==> config.mk <==
export PLATFORM = sky130hd
export DESIGN_NAME = tx_resp_arbiter
export DESIGN_NICKNAME = d
export VERILOG_FILES = /design/src/rtl/tx_arb_pkg.sv /design/src/rtl/rr_arb3.sv /design/src/rtl/tx_resp_arbiter.sv
export SDC_FILE = /design/constraint.sdc
export NUM_CORES = 1
export LEC_CHECK = 0
export ABC_AREA = 0
export BUFFER_PORTS_ARGS = -buffer_cell sky130_fd_sc_hd__buf_2
export CAP_MARGIN = 20
export CORE_MARGIN = 4
export CORE_UTILIZATION = 35
export CTS_CLUSTER_DIAMETER = 200
export DETAILED_ROUTE_END_ITERATION = 6
export PLACE_DENSITY = 0.51
export SYNTH_ARGS = -nofsm -noshare
export SYNTH_HDL_FRONTEND = slang
export SYNTH_HIERARCHICAL = 1
export SYNTH_SLANG_ARGS = --single-unit
==> constraint.sdc <==
create_clock -name i_clk -period 4 [get_ports i_clk]
set_input_delay 0.8 -clock i_clk [delete_from_list [all_inputs] [get_ports i_clk]]
set_output_delay 0.8 -clock i_clk [all_outputs]
set_load 0.02 [all_outputs]
==> src/rtl/tx_arb_pkg.sv <==
// rtl/tx_arb_pkg.sv - shared types and source indices for the TX response arbiter
// Source numbering matches bit positions of the pend/ovf vectors.
package tx_arb_pkg;

  localparam int NUM_SRC = 3;

  typedef logic [1:0] src_idx_t;

  localparam src_idx_t SRC_RF  = 2'd0;
  localparam src_idx_t SRC_ALU = 2'd1;
  localparam src_idx_t SRC_ACK = 2'd2;

  typedef enum logic [1:0] {
    IDLE  = 2'd0,
    REQ   = 2'd1,
    DRAIN = 2'd2
  } tx_arb_state_e;

  function automatic src_idx_t gnt_idx(input logic [NUM_SRC-1:0] gnt);
    if (gnt[SRC_ALU]) return SRC_ALU;
    else if (gnt[SRC_ACK]) return SRC_ACK;
    else return SRC_RF;
  endfunction

endpackage

==> src/rtl/rr_arb3.sv <==
// rtl/rr_arb3.sv - three-way round-robin grant, one-hot output
// Requests are rotated so the source after i_last sits at bit 0, then the lowest set bit wins.
module rr_arb3
  import tx_arb_pkg::*;
(
  input  logic [NUM_SRC-1:0] i_req,
  input  src_idx_t           i_last,
  output logic [NUM_SRC-1:0] o_gnt
);

  logic [NUM_SRC-1:0] w_rot;
  logic [NUM_SRC-1:0] w_rot_gnt;

  always_comb begin
    w_rot = i_req;
    case (i_last)
      SRC_RF:  w_rot = {i_req[SRC_RF],  i_req[SRC_ACK], i_req[SRC_ALU]};
      SRC_ALU: w_rot = {i_req[SRC_ALU], i_req[SRC_RF],  i_req[SRC_ACK]};
      default: w_rot = i_req;
    endcase
  end

  assign w_rot_gnt = w_rot & (~w_rot + 3'd1);

  always_comb begin
    o_gnt = w_rot_gnt;
    case (i_last)
      SRC_RF:  o_gnt = {w_rot_gnt[1], w_rot_gnt[0], w_rot_gnt[2]};
      SRC_ALU: o_gnt = {w_rot_gnt[0], w_rot_gnt[2], w_rot_gnt[1]};
      default: o_gnt = w_rot_gnt;
    endcase
  end

endmodule

==> src/rtl/tx_resp_arbiter.sv <==
// rtl/tx_resp_arbiter.sv - one-entry response slots, round-robin grant and byte serializer to UART TX
// Optional REQ timeout is enabled with TX_ARB_TIMEOUT_EN.
module tx_resp_arbiter
  import tx_arb_pkg::*;
#(
  parameter int DATA_WIDTH  = 8,
  parameter int TIMEOUT_CYC = 1024
) (
  input  logic                    i_clk,
  input  logic                    i_rst_n,
  input  logic [DATA_WIDTH-1:0]   i_rf_data,
  input  logic                    i_rf_vld,
  input  logic [2*DATA_WIDTH-1:0] i_alu_data,
  input  logic                    i_alu_vld,
  input  logic [DATA_WIDTH-1:0]   i_ack_data,
  input  logic                    i_ack_vld,
  input  logic                    i_tx_busy,
  input  logic                    i_ovf_clr,
  output logic [DATA_WIDTH-1:0]   o_tx_p_data,
  output logic                    o_tx_d_vld,
  output logic [NUM_SRC-1:0]      o_pend,
  output logic [NUM_SRC-1:0]      o_ovf,
  output logic                    o_timeout_err
);

  tx_arb_state_e r_state, w_next_state;

  logic [NUM_SRC-1:0]      r_pend, r_ovf;
  logic [DATA_WIDTH-1:0]   r_rf_data, r_ack_data, r_tx_p_data, r_hi_byte;
  logic [2*DATA_WIDTH-1:0] r_alu_data;
  logic                    r_hi_pend;
  src_idx_t                r_last;

  logic [NUM_SRC-1:0]      w_gnt, w_free, w_vld, w_capture, w_ovf_set;
  logic                    w_grant_en, w_load, w_hi_take, w_frame_drop, w_timeout;
  logic [DATA_WIDTH-1:0]   w_load_data;

  rr_arb3 u_rr_arb3 (
    .i_req  (r_pend),
    .i_last (r_last),
    .o_gnt  (w_gnt)
  );

  always_ff @(posedge i_clk or negedge i_rst_n) begin
    if (!i_rst_n) r_state <= IDLE;
    else          r_state <= w_next_state;
  end

  always_comb begin
    w_next_state = r_state;
    w_grant_en   = 1'b0;
    w_load       = 1'b0;
    w_load_data  = '0;
    w_hi_take    = 1'b0;
    w_frame_drop = 1'b0;
    case (r_state)
      IDLE: begin
        if (|r_pend) begin
          w_grant_en   = 1'b1;
          w_load       = 1'b1;
          w_next_state = REQ;
          if (w_gnt[SRC_ALU])      w_load_data = r_alu_data[DATA_WIDTH-1:0];
          else if (w_gnt[SRC_ACK]) w_load_data = r_ack_data;
          else                     w_load_data = r_rf_data;
        end
      end
      REQ: begin
        if (i_tx_busy) begin
          w_next_state = DRAIN;
        end else if (w_timeout) begin
          w_frame_drop = 1'b1;
          w_next_state = IDLE;
        end
      end
      DRAIN: begin
        if (!i_tx_busy) begin
          if (r_hi_pend) begin
            w_load       = 1'b1;
            w_load_data  = r_hi_byte;
            w_hi_take    = 1'b1;
            w_next_state = REQ;
          end else begin
            w_next_state = IDLE;
          end
        end
      end
      default: w_next_state = IDLE;
    endcase
  end

  // A slot is released on the grant edge, so a same-cycle vld refills it without overflow.
  assign w_free    = w_grant_en ? w_gnt : '0;
  assign w_vld     = {i_ack_vld, i_alu_vld, i_rf_vld};
  assign w_capture = w_vld & (~r_pend | w_free);
  assign w_ovf_set = w_vld & r_pend & ~w_free;

  always_ff @(posedge i_clk or negedge i_rst_n) begin
    if (!i_rst_n) begin
      r_pend     <= '0;
      r_ovf      <= '0;
      r_rf_data  <= '0;
      r_alu_data <= '0;
      r_ack_data <= '0;
    end else begin
      r_pend <= (r_pend & ~w_free) | w_capture;
      r_ovf  <= (r_ovf & ~{NUM_SRC{i_ovf_clr}}) | w_ovf_set;
      if (w_capture[SRC_RF])  r_rf_data  <= i_rf_data;
      if (w_capture[SRC_ALU]) r_alu_data <= i_alu_data;
      if (w_capture[SRC_ACK]) r_ack_data <= i_ack_data;
    end
  end

  // The ALU high byte is copied out at grant because the slot may be refilled mid-frame.
  always_ff @(posedge i_clk or negedge i_rst_n) begin
    if (!i_rst_n) begin
      r_last      <= SRC_ACK;
      r_hi_pend   <= 1'b0;
      r_hi_byte   <= '0;
      r_tx_p_data <= '0;
    end else begin
      if (w_grant_en) begin
        r_last    <= gnt_idx(w_gnt);
        r_hi_pend <= w_gnt[SRC_ALU];
        r_hi_byte <= r_alu_data[2*DATA_WIDTH-1:DATA_WIDTH];
      end else if (w_hi_take || w_frame_drop) begin
        r_hi_pend <= 1'b0;
      end
      if (w_load) r_tx_p_data <= w_load_data;
    end
  end

`ifdef TX_ARB_TIMEOUT_EN
  localparam int CNT_W = $clog2(TIMEOUT_CYC + 1);

  logic [CNT_W-1:0] r_to_cnt;
  logic             r_timeout_err;

  always_ff @(posedge i_clk or negedge i_rst_n) begin
    if (!i_rst_n) begin
      r_to_cnt      <= '0;
      r_timeout_err <= 1'b0;
    end else begin
      r_to_cnt      <= (r_state == REQ) ? r_to_cnt + 1'b1 : '0;
      r_timeout_err <= w_frame_drop;
    end
  end

  assign w_timeout     = (r_state == REQ) && (r_to_cnt == CNT_W'(TIMEOUT_CYC - 1));
  assign o_timeout_err = r_timeout_err;
`else
  assign w_timeout     = 1'b0;
  assign o_timeout_err = 1'b0;
`endif

  assign o_tx_p_data = r_tx_p_data;
  assign o_tx_d_vld  = (r_state == REQ);
  assign o_pend      = r_pend;
  assign o_ovf       = r_ovf;

endmodule

After elaboration in Yosys (flattened, before gate mapping)
Index checks and enable logic that the tools add are counted.
Word-level totals
  flip-flop bits (word level): 59
  input bits: 39
  output and inout port bits: 16
  logic and storage cells: 59
Operators by class
  add/sub/neg operators: 1
  equal/unequal tests: 6
  muxes and demuxes: 24
  bitwise logic cells: 13
  reduce and logical (&&, ||, !) cells: 5
Operator list (number)
  $mux W8: 5
  $and A3 B3 Y3: 6
  $pmux W8 S2: 1
  $not A3 Y3: 4
  $pmux W3 S2: 2
  $mux W2: 5
  $or A3 B3 Y3: 3
  $mux W1: 8
  $ne A2 B2 Y1 const B: 3
  $pmux W2 S3: 1
  $eq A2 B1 Y1 const B: 2
  $logic_not A2 Y1: 2
  $add A3 B1 Y3 const B: 1
  $mux W3: 1
  $reduce_and A3 Y1: 1
  $reduce_or A3 Y1: 1
  $eq A2 B2 Y1 const B: 1
  $pmux W1 S2: 1
  $reduce_bool A2 Y1: 1

Logic depth before layout (Yosys ltp)
Gate-level depths: netlist of run 1.
  depth in word-level cells: 10
  depth in mapped cells: 6
  mapped depth without buffers: 5

By module
Netlist of run 1, hierarchy kept.
Modules (own cells, without submodules)
  tx_resp_arbiter: times used 1, cells an instance 189, area an instance 2641.3 sq um, sequential area each 1477.7 sq um
  rr_arb3: times used 1, cells an instance 10, area an instance 73.8 sq um, sequential area each 0.0 sq um

Least setup slack after synthesis of run 1
Ideal clock, no wire load.
  path type: flip-flop to flip-flop
  from: register r_pend[1], in the netlist o_pend[1]
  to: register r_ack_data[0]
  setup time: 0.125 ns
  arrival time: 1.746 ns
  required time: 3.875 ns
  path slack: 2.129 ns
  cell stages (with the launch flop): 7
  buffers on the path: 1
  period minus slack after synthesis: 1.871 ns
  cell sequence: dfrtp_1 > nor2b_4 > o32ai_2 > buf_6 > nor3b_2 > o21ai_2 > mux2_2
Between the ends
  word-level cells in the longest chain between the ends: 8
  elaborated cells on any way between the ends: 11
  classes of those cells: add/sub (1); mux (5); bitwise (4); reduce/logical (1)
RTL lines
  start, declared: line tx_resp_arbiter.sv:28  | logic [NUM_SRC-1:0] r_pend, r_ovf;
  start signal, assigned: line tx_resp_arbiter.sv:105  | r_pend <= (r_pend & ~w_free) | w_capture;
  $pmux W3 S2 *: line rr_arb3.sv:16  | case (i_last)
  $not A3 Y3: line rr_arb3.sv:23  | assign w_rot_gnt = w_rot & (~w_rot + 3'd1);
  $add A3 B1 Y3: line rr_arb3.sv:23
  $and A3 B3 Y3 *: line rr_arb3.sv:23
  $pmux W3 S2 *: line rr_arb3.sv:27  | case (i_last)
  named net w_gnt[2]: line tx_resp_arbiter.sv:34  | logic [NUM_SRC-1:0] w_gnt, w_free, w_vld, w_capture, w_ovf_set;
  $mux W3 *: line tx_resp_arbiter.sv:92  | assign w_free = w_grant_en ? w_gnt : '0;
  $or A3 B3 Y3 *: line tx_resp_arbiter.sv:94  | assign w_capture = w_vld & (~r_pend | w_free);
  $and A3 B3 Y3 *: line tx_resp_arbiter.sv:94
  end signal, assigned: line tx_resp_arbiter.sv:109  | if (w_capture[SRC_ACK]) r_ack_data <= i_ack_data;
  end, declared: line tx_resp_arbiter.sv:29  | logic [DATA_WIDTH-1:0] r_rf_data, r_ack_data, r_tx_p_data, r_hi_byte;
Mark *: on every way through the listed nets, which the timed path passes. The rest lies on a longest branch.
A chain may end at the register's enable or synchronous reset.

Final worst setup path of run 1
  from: register r_last[1]
  to: register r_alu_data[2]
Between the ends
  word-level cells in the longest chain between the ends: 9
  elaborated cells on any way between the ends: 10
  classes of those cells: add/sub (1); eq/ne (1); mux (3); bitwise (4); reduce/logical (1)
RTL lines
  start, declared: line tx_resp_arbiter.sv:32  | src_idx_t r_last;
  start signal, assigned: line tx_resp_arbiter.sv:122  | r_last <= gnt_idx(w_gnt);
  $eq A2 B1 Y1 / $logic_not A2 Y1 (equally long branches): line rr_arb3.sv:16, rr_arb3.sv:27
  $pmux W3 S2: line rr_arb3.sv:16
  $not A3 Y3: line rr_arb3.sv:23
  $add A3 B1 Y3: line rr_arb3.sv:23
  $and A3 B3 Y3: line rr_arb3.sv:23
  $pmux W3 S2 *: line rr_arb3.sv:27
  named net w_gnt[1]: line tx_resp_arbiter.sv:34
  $mux W3 *: line tx_resp_arbiter.sv:92
  $or A3 B3 Y3 *: line tx_resp_arbiter.sv:94
  $and A3 B3 Y3 *: line tx_resp_arbiter.sv:94
  end signal, assigned: line tx_resp_arbiter.sv:108  | if (w_capture[SRC_ALU]) r_alu_data <= i_alu_data;
  end, declared: line tx_resp_arbiter.sv:30  | logic [2*DATA_WIDTH-1:0] r_alu_data;
Marked as above.

==> summary.md, run 1 <==
| Metric | Value |
|---|---|
| Outcome | finished, final reports clean |
| Worst r2r src | r_last[1] |
| Design area | about 3200 sq um |
| Drt first pass iters | 4 |
| Vias in the first global route | 1808 |
| Final nets | 295 |
| Layout cell share with drive strength beyond 1 | 51.0% |
| Num Clock Sinks | 59 |
| Final core utilization | 43.7% |
| Hold buffer count at CTS | 0 |
| Core footprint | 7410 sq um |
| Peak VDD IR | 0.385 mV |
| Fill count | 714 |
| Die height | around 96 um |
| Commonest cells in the netlist | dfrtp_1, mux2_2, o211ai_1 |
| RSZ-0062 raised after global routing | false |
| Ports | between 50 and 60 |
| Yosys cell types | 35 |
| Buffers on Ports | 53 |
| Crit-path cells | nor2_1 -> a22o_1 -> nor3b_4 -> o21ai_4 -> mux2_2 |
| Placed inst area | 3050 sq um |
| Required time of the critical path | around 4200 ps |
| Avg Cell Area, Syn | ~14 sq um |
| Grt ovf | 0 |
| Hold/Removal Path Class | reg -> reg |
| Via count | 1736 |
| Clk pin slew, worst setup/hold paths | 70 ps |
| Ant diodes | 0 |
| Period utilization | 53.4% |
| Top FF cell, synth | dfrtp_1 |
| Startpoint of the worst hold path | o_ovf[1] |
| Clock Root Buffer | clkbuf_8 |
| Cell taking the most area after synthesis | dfrtp_1 |
| H-tree Lvls | 3 |
| Starting DRT DRC Count | 79 |
| Top-count cell post-synth | dfrtp_1 |
| Worst slew margin | roughly 44% |
| Cts repair resizes | 0 |
| LEAKAGE | approximately 0.0015 uW |
| Area grow syn2layout | 19.3% |
| Crit path launch type | flop |
| Syn Inst Count | roughly 200 |
| Count of final hold-check violations | 0 |
| P per Cell Area | around 870 nW/um^2 |
| Critical path data arrival time | 2360 ps |
| Syn_nets | 238 |
| Global-route wire length before repair | 8.98 mm |
| Number of synthesized flops with an enable pin | 0 |
| Post-Route WL | 5.53 mm |
| Yosys top cell area share | 53.5% |
| TNS Setup | 0 ps |
| Die area | 9230 sq um |
| Reg2reg path depth | 5 |
| Top cells by area, synth | dfrtp_1, mux2_2, mux2_4 |
| All-Layer GR Usage | between 10% and 20% |
| Die X-Extent | around 96 um |
| Setup crit end kind | flop |
| Vias per cell | 4.82 |
| Cell Area, Synth | 2720 sq um |
| Residual DRC | 0 |
| Drt wl/cell | 15.3 um |
| Rows | 31 |
| R2R Setup Slk | 1860 ps |
| Clock skew | 11.2 ps |
| Worst-Margin Slew | 834 ps |
| Worst R2R End | r_alu_data[2] |
| Largest net degree at the start of global routing | 37 |
| RD Place Congestion | between 0.7 and 0.8 |
| Crit Path Category | reg -> reg |
| Post-synth ARST share | 100% |
| Final setup fails | 0 |
| Total clock buffers created by CTS | 9 |
| Fin. max-slew vios | 0 |
| Effective utilization at floorplan | 36.6% |
| Total setup buffers inserted after CTS | 0 |
| Final Critical Period | 2140 ps |
| CP max FO | 16 |
| Max Fclk | 0.468 GHz |
| CP max stage delay | 580 ps |
| Warnings, synthesis | 6 |
| Buf/Inv on CP | 0 |
| Number of synthesized register bits | 59 |
| Clock buffer depth | 2 |
| Sequential-to-total area share from yosys stat | between 50% and 60% |
| TritonCTS clock tree | yes |
| Hold Path Cell Cnt | 1 |
| Number of max-cap violations | 0 |
| Hold EP | o_ovf[1] |
| Crit path max-delay family | compound AO/OA/AOI/OAI gates |
| Slowest-stage cell, CP | o21ai_4 |
| Worst-Skew Late Latency | ~340 ps |
| Post-route ant nets | 0 |
| Post-DP HPWL | 4.06 mm |
| Antenna violations before repair | 0 |
cells by family (layout without fill, tap and decap cells):
family          Yosys count  after routing  synth area share (%)
flops                    59             59                  54.4
mux                      57             57                  24.7
simple gates             35             35                  8.06
compound gates           31             31                  9.17
buf+inv                  16             78                  3.55
other cells               1              1                 0.138
layout by cell type (no fill, tap or decap), types with 4 or more instances in the layout:
cell / n
nand2_1: 10
a22o_1: 4
mux2_2: 39
mux2_4: 10
nand2b_1: 4
clkbuf_8: 10
dfrtp_1: 58
nor2_1: 6
inv_1: 6
buf_2: 53
o211ai_1: 17
mux2i_1: 8
power by group:
part / total [uW] / switching [uW] / internal, uW
Sequential: 1100 / 196 / 904
Combinational: 1210 / 550 / 661
Clock: 497 / 252 / 245
worst max-delay path by stage:
stage / cells past startpoint / startpoint / end / slack [ps]
6_report: 5 / r_last[1] / r_alu_data[2] / 1860
5_1_grt: 5 / o_pend[2] / r_ack_data[7] / 1660
4_1_cts: 5 / r_last[1] / r_alu_data[2] / 1820
3_5_place_dp: 5 / r_last[1] / r_alu_data[2] / 1840
3_3_place_gp: 5 / r_last[1] / r_alu_data[1] / 1860
2_1_floorplan: 6 / o_pend[1] / r_ack_data[0] / 2130
sequential cells by signal (all words and copies together), names as in the netlist:
register and flops:
r_alu_data 16, o_tx_p_data 8, r_ack_data 8, r_hi_byte 8, r_rf_data 8, o_ovf 3, o_pend 3, r_last 2
r_state 2, r_hi_pend 1
cell type report:
cell class                 count  area, sq um  share of cell area (%)
inverter                       6         22.5                   0.695
clock inverter                 6         48.8                    1.51
tap                           99          124                    3.82
timing repair buffer          56          288                    8.88
multi-input combinational    124         1140                    35.2
clock buffer                  10          138                    4.25
sequential                    59         1480                    45.6
per-stage QoR:
stage / power (uW) / worst slack (ps) / cells / hold slack (ps)
finish: 2810 / 1860 / 360 / 503
detailed placement: 2360 / 1840 / 344 / 491
global placement: 2340 / 1860 / 344 / 486
global route: 3030 / 1660 / 360 / 516
CTS: 2870 / 1820 / 360 / 509
floorplan: 2090 / 2130 / 199 / 473
per-layer routing:
layer | global-route usage (%) | share of wire (%) | vias to the layer above
li1 | - | - | 832
met4 | 3.20 | 0.85 | 0
met3 | 5.55 | 6.7 | 6
met5 | 0 | 0 | -
met2 | 19.0 | 46 | 51
met1 | 18.0 | 46 | 847
No activity file was read; power rests on OpenSTA's default activity.
==> run 2: changes to the inputs <==
- ABC_AREA: 0 -> 1
- clock period: 4 -> 2.1 ns (I/O delays scaled with it)
==> summary.md, run 2 <==
| Metric | Value |
|---|---|
| Avg Cell Area, Syn | 8.59 sq um (-37%) |
| Grt ovf | 0 (unchanged) |
| R2R Setup Slk | 110 ps (-1750 ps) |
| Effective utilization at floorplan | 36.0% (-0.64 points) |
| Post-synthesis mux area share | 0% (-25 points) |
| Dpl cells | 475 (+38%) |
| CP max FO | 16 (unchanged) |
| Ant diodes | 0 (unchanged) |
| Hold/Removal Path Class | in -> async |
| Critical path data arrival time | 2220 ps (-140 ps) |
| Final core utilization | 45.2% (+1.5 points) |
| Setup crit end kind | flop |
| H-tree Lvls | 3 (unchanged) |
| Highest routed layer | met4 |
| Largest net degree at the start of global routing | 24 (-35%) |
| Rows | 32 (+3.2%) |
| Buffers on Ports | 53 (unchanged) |
| Crit path launch type | flop |
| Peak VDD IR | 0.478 mV (+24%) |
| Main combinational cell family by area after synthesis | simple AND/OR/NAND/NOR gates |
| Cell taking the most area after synthesis | dfrtp_1 |
| Drt first pass iters | 4 (unchanged) |
| CP max stage delay | 610 ps (+30 ps) |
| Place WS | 30.5 ps (-1810 ps) |
| Layout cell share with drive strength beyond 1 | 31.3% (-20 points) |
| Fin cells | 492 (+37%) |
| Worst-Skew Late Latency | 330 ps (about the same) |
| Worst r2r src | r_last[1] |
| Number of synthesized register bits | 59 (unchanged) |
| Fin. max-slew vios | 0 (unchanged) |
| Commonest cells in the netlist | nand2_1, dfrtp_1, nand3_1 |
| LEAKAGE | 0.00181 uW (+21%) |
| Worst slew margin | 63.0% (+19 points) |
| Top cells by area, synth | dfrtp_1, nand2_1, nand3_1 |
| Core footprint | 7730 sq um (+4.3%) |
| Die area | 9440 sq um (+2.3%) |
| Post-Route WL | 6.68 mm (+21%) |
| Area grow syn2layout | 25.6% |
| Clock skew | 4.37 ps (-6.86 ps) |
| Ports | 55 (unchanged) |
| Die height | 97.2 um (+1.1%) |
| Final Critical Period | 1990 ps (-146 ps) |
| Worst-Margin Slew | 555 ps (-279 ps) |
| Drt wl/cell | 13.6 um (-12%) |
| All-Layer GR Usage | 15.0% (+1.9 points) |
| Count of final hold-check violations | 0 (unchanged) |
| Clk pin slew, worst setup/hold paths | 70 ps (about the same) |
| Starting DRT DRC Count | 102 (+29%) |
| Cell Area, Synth | 2780 sq um (+2.5%) |
| Total setup buffers inserted after CTS | 0 (unchanged) |
| P per Cell Area | 1760 nW/um^2 (+100%) |
| Top FF cell, synth | dfrtp_1 |
| Worst R2R End | r_alu_data[3] |
| Num Clock Sinks | 59 (unchanged) |
| Max Fclk | 0.503 GHz (+7.4%) |
| Met2 wire length | 3.35 mm (+31%) |
| Routed length on met1 | 2.91 mm (+14%) |
| Most flops, register | r_alu_data |
| Top-count cell post-synth | nand2_1 |
| TritonCTS clock tree | yes |
| Max reg flops | 16 (unchanged) |
| Most frequent cells in the layout | nand2_1, dfrtp_1, nand3_1 |
| Slowest-stage cell, CP | dfstp_2 |
| Syn_nets | 363 (+53%) |
| Via count | 2331 (+34%) |
| Post-route ant nets | 0 (unchanged) |
| Simple-Gate Fraction of Synth Area | 36.4% (+28 points) |
| Residual DRC | 0 (unchanged) |
| Final nets | 424 (+44%) |
| Die X-Extent | 97.2 um (+1.1%) |
| Warnings, synthesis | 6 (unchanged) |
| Yosys top cell area share | 52.2% (-1.3 points) |
| Vias in the first global route | 2366 (+31%) |
| Syn Inst Count | 324 (+63%) |
| Sequential-to-total area share from yosys stat | 53.1% (-1.3 points) |
| Clock Root Buffer | clkbuf_8 |
| Final worst-path setup slack | 111 ps (-1750 ps) |
| Crit-path cells | inv_1 -> nand3_1 -> nand3_2 -> nor2_4 -> nand3_1 -> nand3_4 -> nand3_4 -> nand2_8 -> nand2_8 -> nand2_1 -> nand2_1 |
| Yosys cell types | 28 (-20%) |
| Met3 wire len | 312 um (-16%) |
| Reg2reg path depth | 11 (+6) |
| Antenna violations before repair | 0 (unchanged) |
| Post-synthesis compound-gate area fraction | 4.50% (-4.7 points) |
| Period utilization | 94.7% (+41 points) |
| Clock buffer depth | 2 (unchanged) |
| Commonest non-fill, non-tap cell in the layout | nand2_1 |
| Number of synthesized flops with an enable pin | 0 (unchanged) |
| Number of max-cap violations | 0 (unchanged) |
| Required time of the critical path | 2330 ps (-1890 ps) |
| Total clock buffers created by CTS | 9 (unchanged) |
| Global-route wire length before repair | 11.2 mm (+25%) |
| Outcome | finished, final reports clean |
| Post-synth ARST share | 100% (unchanged) |
| Xor-xnor portion of the synthesized cell area | 0% (unchanged) |
| Hold buffer count at CTS | 0 (unchanged) |
| RD Place Congestion | 0.875 (+16%) |
| Post-Synth Adder-Cell Area | 0% (unchanged) |
| Final setup fails | 0 (unchanged) |
| Crit Path Category | reg -> reg |
| Vias per cell | 4.74 (-1.8%) |
| Post-DP HPWL | 5.00 mm (+23%) |
==> run 2: cells by family (layout without fill, tap and decap cells) <==
logic type             Yosys count  count (layout)
buffers and inverters           32              98
DFF                             59              59
and+or+nand+nor                214             214
other                            1               1
AOI/OAI and AO/OA               18              18
==> run 2: where the power goes <==
| group | total, uW | switching, uW | internal, uW |
|---|---|---|---|
| registers | 2060 | 380 | 1680 |
| clock network | 1330 | 444 | 884 |
| logic | 2780 | 1780 | 1000 |
| total | 6170 | 2610 | 3560 |
==> run 2: area by class of cell <==
class	count	area [sq um]
fill	787	4230
sequential	59	1480
multi-input combinational	233	1180
timing repair buffer	62	362
clock buffer	12	165
tap	102	128
clock inverter	4	95.1
inverter	19	75.1
timing repair inverter	1	7.51
==> run 2: how the worst max path moves through the flow <==
stage | start | end | slack (ps) | cells after the start
floorplan | r_last[1] | r_ack_data[0] | 170 | 13
global placement | r_last[1] | o_tx_p_data[2] | 90 | 9
detailed placement | r_last[1] | o_tx_p_data[2] | 30 | 9
CTS | r_last[1] | o_tx_p_data[2] | 10 | 9
global route | r_last[1] | o_tx_p_data[2] | -30 | 9
finish | r_last[1] | r_alu_data[3] | 110 | 11
==> run 2: worst max-delay path: cells and delay by family (launching register included) <==
kind,cells,cell delay (ps)
simple gates,10,1180
buf+inv,1,90
flops,1,610
==> run 2: metrics by stage <==
step | setup TNS [ps] | area [sq um] | hold WS (ps) | total power, uW
after floorplan | 0 | 2780 | 124 | 3940
after global placement | 0 | 3180 | 443 | 4690
after detailed placement | 0 | 3180 | 443 | 4730
after CTS | 0 | 3440 | 67.6 | 6090
after global routing | -135 | 3490 | 100 | 6680
final | 0 | 3490 | 71.6 | 6170
==> run 2: what timing repair did <==
| item | 4_1_cts | 5_1_grt |
|---|---|---|
| setup endpoints to repair | 0 | 33 |
| hold endpoints to repair | 0 | 0 |
| gates resized for setup | 0 | 11 |
==> run 2: layer usage <==
metal / vias up / global-route usage, %
met5: - / 0
met4: 0 / 8.42
met3: 9 / 3.30
met2: 53 / 24.6
met1: 1098 / 18.3
li1: 1171 / -
